<file path="config.mk">
export PLATFORM = sky130hd
export DESIGN_NAME = safe_code_check
export DESIGN_NICKNAME = d
export VERILOG_FILES = /design/src/rtl/safe_code_check.sv
export SDC_FILE = /design/constraint.sdc
export NUM_CORES = 1
export LEC_CHECK = 0
export CORE_ASPECT_RATIO = 2
export CORE_MARGIN = 2
export CORE_UTILIZATION = 39
export CTS_BUF_LIST = sky130_fd_sc_hd__clkbuf_8
export DETAILED_ROUTE_END_ITERATION = 7
export PLACE_DENSITY = 0.53
export SETUP_SLACK_MARGIN = 0.02
export SLEW_MARGIN = 20
export SYNTH_ARGS = -nofsm -noshare
export SYNTH_HDL_FRONTEND = slang
export SYNTH_SLANG_ARGS = --single-unit
</file>
<file path="constraint.sdc">
create_clock -name clk -period 3.2 [get_ports clk]
set_clock_uncertainty 0.2 [all_clocks]
set_input_delay 0.32 -clock clk [delete_from_list [all_inputs] [get_ports clk]]
set_output_delay 0.32 -clock clk [all_outputs]
set_load 0.01 [all_outputs]
</file>
<file path="src/rtl/safe_code_check.sv">
// Combination-lock code checker: assembles a 6-digit entry from the digit FSM,
// then stores it (SET) or compares it (CHECK) with one-cycle result pulses and failure lockout.
// Optional master-code override is compiled in with `define SAFE_MASTER_CODE_EN.
module safe_code_check #(
    parameter logic [23:0] RESET_CODE     = 24'h123456,
    parameter int          MAX_FAILS      = 3,
    parameter int          LOCKOUT_CYCLES = 50_000_000
`ifdef SAFE_MASTER_CODE_EN
    ,
    parameter logic [23:0] MASTER_CODE    = 24'h999999
`endif
) (
    input  logic       clk,
    input  logic       reset,
    input  logic [2:0] main_state,
    input  logic [3:0] digit_state,
    input  logic       valid,
    input  logic [3:0] digit_in,
    output logic [2:0] entry_count,
    output logic       code_saved,
    output logic       set_error,
    output logic       match,
    output logic       mismatch,
    output logic [3:0] fail_count,
    output logic       lockout
);

    localparam int TW = (LOCKOUT_CYCLES > 1) ? $clog2(LOCKOUT_CYCLES) : 1;

    typedef enum logic [1:0] {
        S_IDLE,
        S_CAPTURE,
        S_EVAL,
        S_DONE
    } state_t;

    state_t          r_state;
    logic [3:0]      r_dig [6];
    logic            r_bad;
    logic            r_mode_set;
    logic [23:0]     r_code;
    logic [TW-1:0]   r_timer;

    logic            w_mode_entry;
    logic            w_mode_idle;
    logic            w_capture;
    logic [2:0]      w_slot;
    logic [23:0]     w_entry;
    logic            w_eq;
    logic [3:0]      w_fail_next;
    logic            w_master;

    assign w_mode_entry = (main_state == 3'b001) || (main_state == 3'b101);
    assign w_mode_idle  = (main_state == 3'b000) || (main_state == 3'b100);
    // Odd codes 1..B are "digit awaiting confirm"; slot is simply the upper three bits.
    assign w_capture    = digit_state[0] && (digit_state <= 4'hB) && valid;
    assign w_slot       = digit_state[3:1];
    assign w_entry      = {r_dig[0], r_dig[1], r_dig[2], r_dig[3], r_dig[4], r_dig[5]};
    assign w_eq         = (w_entry == r_code) && !r_bad;
    assign w_fail_next  = (fail_count == 4'hF) ? 4'hF : fail_count + 4'd1;
`ifdef SAFE_MASTER_CODE_EN
    assign w_master     = (w_entry == MASTER_CODE) && !r_bad;
`else
    assign w_master     = 1'b0;
`endif

    always_ff @(posedge clk) begin
        if (reset) begin
            r_state     <= S_IDLE;
            for (int k = 0; k < 6; k++) r_dig[k] <= 4'd0;
            r_bad       <= 1'b0;
            r_mode_set  <= 1'b0;
            r_code      <= RESET_CODE;
            r_timer     <= '0;
            entry_count <= 3'd0;
            code_saved  <= 1'b0;
            set_error   <= 1'b0;
            match       <= 1'b0;
            mismatch    <= 1'b0;
            fail_count  <= 4'd0;
            lockout     <= 1'b0;
        end else begin
            code_saved <= 1'b0;
            set_error  <= 1'b0;
            match      <= 1'b0;
            mismatch   <= 1'b0;

            // Lockout timer runs independently of the entry FSM; evaluation below may override it.
            if (lockout) begin
                if (r_timer == '0) begin
                    lockout    <= 1'b0;
                    fail_count <= 4'd0;
                end else begin
                    r_timer <= r_timer - 1'b1;
                end
            end

            case (r_state)
                S_IDLE: begin
                    for (int k = 0; k < 6; k++) r_dig[k] <= 4'd0;
                    r_bad       <= 1'b0;
                    entry_count <= 3'd0;
                    if (w_mode_entry && digit_state == 4'hC) begin
                        r_state    <= S_CAPTURE;
                        r_mode_set <= (main_state == 3'b001);
                    end
                end
                S_CAPTURE: begin
                    if (w_mode_idle) begin
                        r_state     <= S_IDLE;
                        entry_count <= 3'd0;
                        r_bad       <= 1'b0;
                    end else if (digit_state == 4'hD) begin
                        // Result is registered here so the pulse lands in the cycle after END.
                        r_state <= S_EVAL;
                        if (r_mode_set) begin
                            if (!r_bad && !lockout) begin
                                code_saved <= 1'b1;
                                fail_count <= 4'd0;
                            end else begin
                                set_error <= 1'b1;
                            end
                        end else if (w_master) begin
                            match      <= 1'b1;
                            lockout    <= 1'b0;
                            r_timer    <= '0;
                            fail_count <= 4'd0;
                        end else if (lockout) begin
                            mismatch <= 1'b1;
                        end else if (w_eq) begin
                            match      <= 1'b1;
                            fail_count <= 4'd0;
                        end else begin
                            mismatch   <= 1'b1;
                            fail_count <= w_fail_next;
                            if (w_fail_next >= 4'(MAX_FAILS)) begin
                                lockout <= 1'b1;
                                r_timer <= TW'(LOCKOUT_CYCLES - 1);
                            end
                        end
                    end else if (w_capture) begin
                        r_dig[w_slot] <= digit_in;
                        entry_count   <= w_slot + 3'd1;
                        if (digit_in > 4'd9) r_bad <= 1'b1;
                    end
                end
                S_EVAL: begin
                    if (code_saved) r_code <= w_entry;
                    r_state <= S_DONE;
                end
                S_DONE: begin
                    if (w_mode_idle) begin
                        r_state     <= S_IDLE;
                        entry_count <= 3'd0;
                        r_bad       <= 1'b0;
                    end
                end
                default: r_state <= S_IDLE;
            endcase
        end
    end

endmodule
</file>
==> impl_metrics.ini <==
[placement]
port_buffers = 25
place.gp.congestion = 0.788
placed_area_mm2 = 0.00453
dpl.hpwl_um = 7350

[worst_setup_path]
reg2reg_depth = 6
timing.rr.start = r_state[0]
path_max_fanout = 8
cp-end-kind = register
worstReg2RegEnd = fail_count[2]
cp.required_ns = 3.32
worstSetupStartpointType = register
critical_path_arrival_ns = 2.78
path_class = register to register
reg2reg_slack_ns = 0.54

[routing]
routed_wl_um = 10100
vias = 3253
ant_nets = 0
drt-wirelength-per-cell_um = 16.2
drc = 0
drt_iter0_markers = 141
viasPerCell = 5.22
firstDrtPassIters = 4

[floorplan]
rows = 52
die_w_um = 76.3
core-area_mm2 = 0.0101
die_h_um = 149
io-pin-count = 26
dieArea_mm2 = 0.0114
initial_core_util_pct = 40.2

[hold_path]
hp-start = entry_count[1]
hold_end = entry_count[1]
hold_depth = 2
hold_path.class = register to register

[global_route]
grt_antenna_before_repair = 0
grt_pass1_vias = 3376
grt_usage_pct = 19.2
overflow = 0
grt_max_degree = 42
grt_pass1_wl_um = 16800

[pwr]
peakVddDrop_mv = 0.292
p_per_area_mw_per_mm2 = 442
power.leakage_uw = 0.00179

[finish]
drive_above_1_share_pct = 7.58
final_common_cell = dfxtp_1
fin_area_mm2 = 0.00475
syn_to_final_growth_pct = 16.4
antennaDiodeCount = 0
layout_common_cells = dfxtp_1, nand2_1, xor2_1, nor2_1, nand3_1
final_nets = 501

[synth]
synth_cell_types = 47
syn_avg_cell_area_um2 = 9.01
yosys_warnings = 0
synth_edf_count = 24
synth.net_count = 471
synth_area_mm2 = 0.00408
synthArstFlopShare_pct = 0
synth_seq_cells = 90
ys_seq_area_share_pct = 50.0
dominantRegCellSynth = dfxtp_1
syn-instance-count = 453

[sta]
finalHoldViolCount = 0
final.min_clock_period_ns = 2.66
fin_setup_tns_ns = 0
setup_viol = 0
worstMarginPinSlew_ns = 0.954
post-route-period-util_pct = 83.0
maxSlewViolCount = 0
maxSlewHeadroom_pct = 36.4
whs_ns = 0.258
grt_setup_unrepaired = no
fmax_mhz = 376

[cts]
htree_num_levels = 3
post-cts-setup-buffer-count = 0
clkSinkCount = 90
cts_resized = 0
hold_buffers = 0
cts_made_buffers = 9
clk_latency_ns = 0.37
cts-root-buf = clkbuf_8
cts_tree = yes
cts.clk_slew.worst_paths_ns = 0.09
clk_path_buf_depth = 2

[run_status]
outcome = completed

[run]
max_cap_viol_count = 0
==> cell usage after synthesis, types with 2 or more instances <==
cell type,number,area [µm²]
xor2_1,42,368
nor4b_1,2,17.5
and3_1,2,12.5
o21ai_0,22,110
nor3b_1,2,15.0
nand3_1,28,140
o31ai_1,3,22.5
buf_1,3,11.3
nand2_1,64,240
edfxtp_1,24,721
nor2_1,38,143
dfxtp_1,66,1320
nand2b_1,7,43.8
a2111oi_0,2,17.5
inv_1,9,33.8
or3b_2,2,17.5
a31oi_1,3,18.8
a211oi_1,5,37.5
clkbuf_1,16,60.1
ha_1,4,50.1
nand4b_1,3,26.3
buf_2,2,10.0
or3_1,7,43.8
nand3b_1,2,15.0
nor3_1,25,125
xnor2_1,6,52.6
or4_1,2,15.0
a22o_1,2,17.5
a21oi_1,24,120
nor4_1,16,100
nand4_1,4,25.0
==> worst max-delay path: stages (launching register included) <==
cell     delay (ns)
dfxtp_1        0.45
inv_2          0.08
or3_4          0.42
or4b_1         0.64
or4_4          0.49
nor3_2         0.19
o22a_1         0.14
==> metal layers <==
layer / wire, µm / track usage (%) / up-vias
li1: - / - / 1656
met1: 3700 / 18.6 / 1549
met2: 5940 / 38.3 / 33
met3: 195 / 3.46 / 15
met4: 253 / 8.91 / 0
met5: 0 / 0 / -
==> registers in the layout (all words and copies together) (netlist names), named ones only <==
signal,count
code_saved,1
entry_count,3
fail_count,4
lockout,1
match,1
mismatch,1
r_bad,1
r_code,24
r_dig,24
r_mode_set,1
r_state,1
r_timer,26
set_error,1
==> layout make-up <==
type,instances,area (µm²)
fillers,1015,5400
flip-flops and latches,90,2040
multi-input cells,331,1920
repair buffers,40,363
well taps,135,169
clock buffers,10,138
clock inverters,6,80.1
inverters,11,41.3
==> worst max path at each step <==
stage,from,endpoint,cells after the start
global route,r_state[0],r_timer[1],7
detailed placement,main_state[0],fail_count[2],7
floorplan,r_state[0],fail_count[2],7
finish,r_state[0],fail_count[2],6
global placement,main_state[0],fail_count[2],7
CTS,r_state[0],fail_count[2],6
==> metrics by stage <==
stage	utilization (%)	setup slack (ns)	std cells	total power (µW)
floorplan	-	0.744	453	1230
global placement	44.7	0.235	607	1270
detailed placement	44.7	0.197	607	1270
CTS	46.8	0.529	623	2120
global route	46.8	0.341	623	2170
finish	46.8	0.543	623	2100
==> report_power, final <==
| part | switching (µW) | internal, µW |
|---|---|---|
| combinational | 43.7 | 26.9 |
| sequential | 3.04 | 1160 |
| clock | 407 | 454 |
==> kinds of logic (layout without fill, tap and decap cells) <==
logic type,count (synthesis),count (layout),synth area share (%)
AOI/OAI and AO/OA,70,70,10.3
adders and majority gates,4,4,1.23
xor gates and xnor gates,48,48,10.3
DFF,90,90,50.0
and+or+nand+nor,209,209,25.2
buffers and inverters,32,67,3.00
No activity file was read; power rests on OpenSTA's default activity.
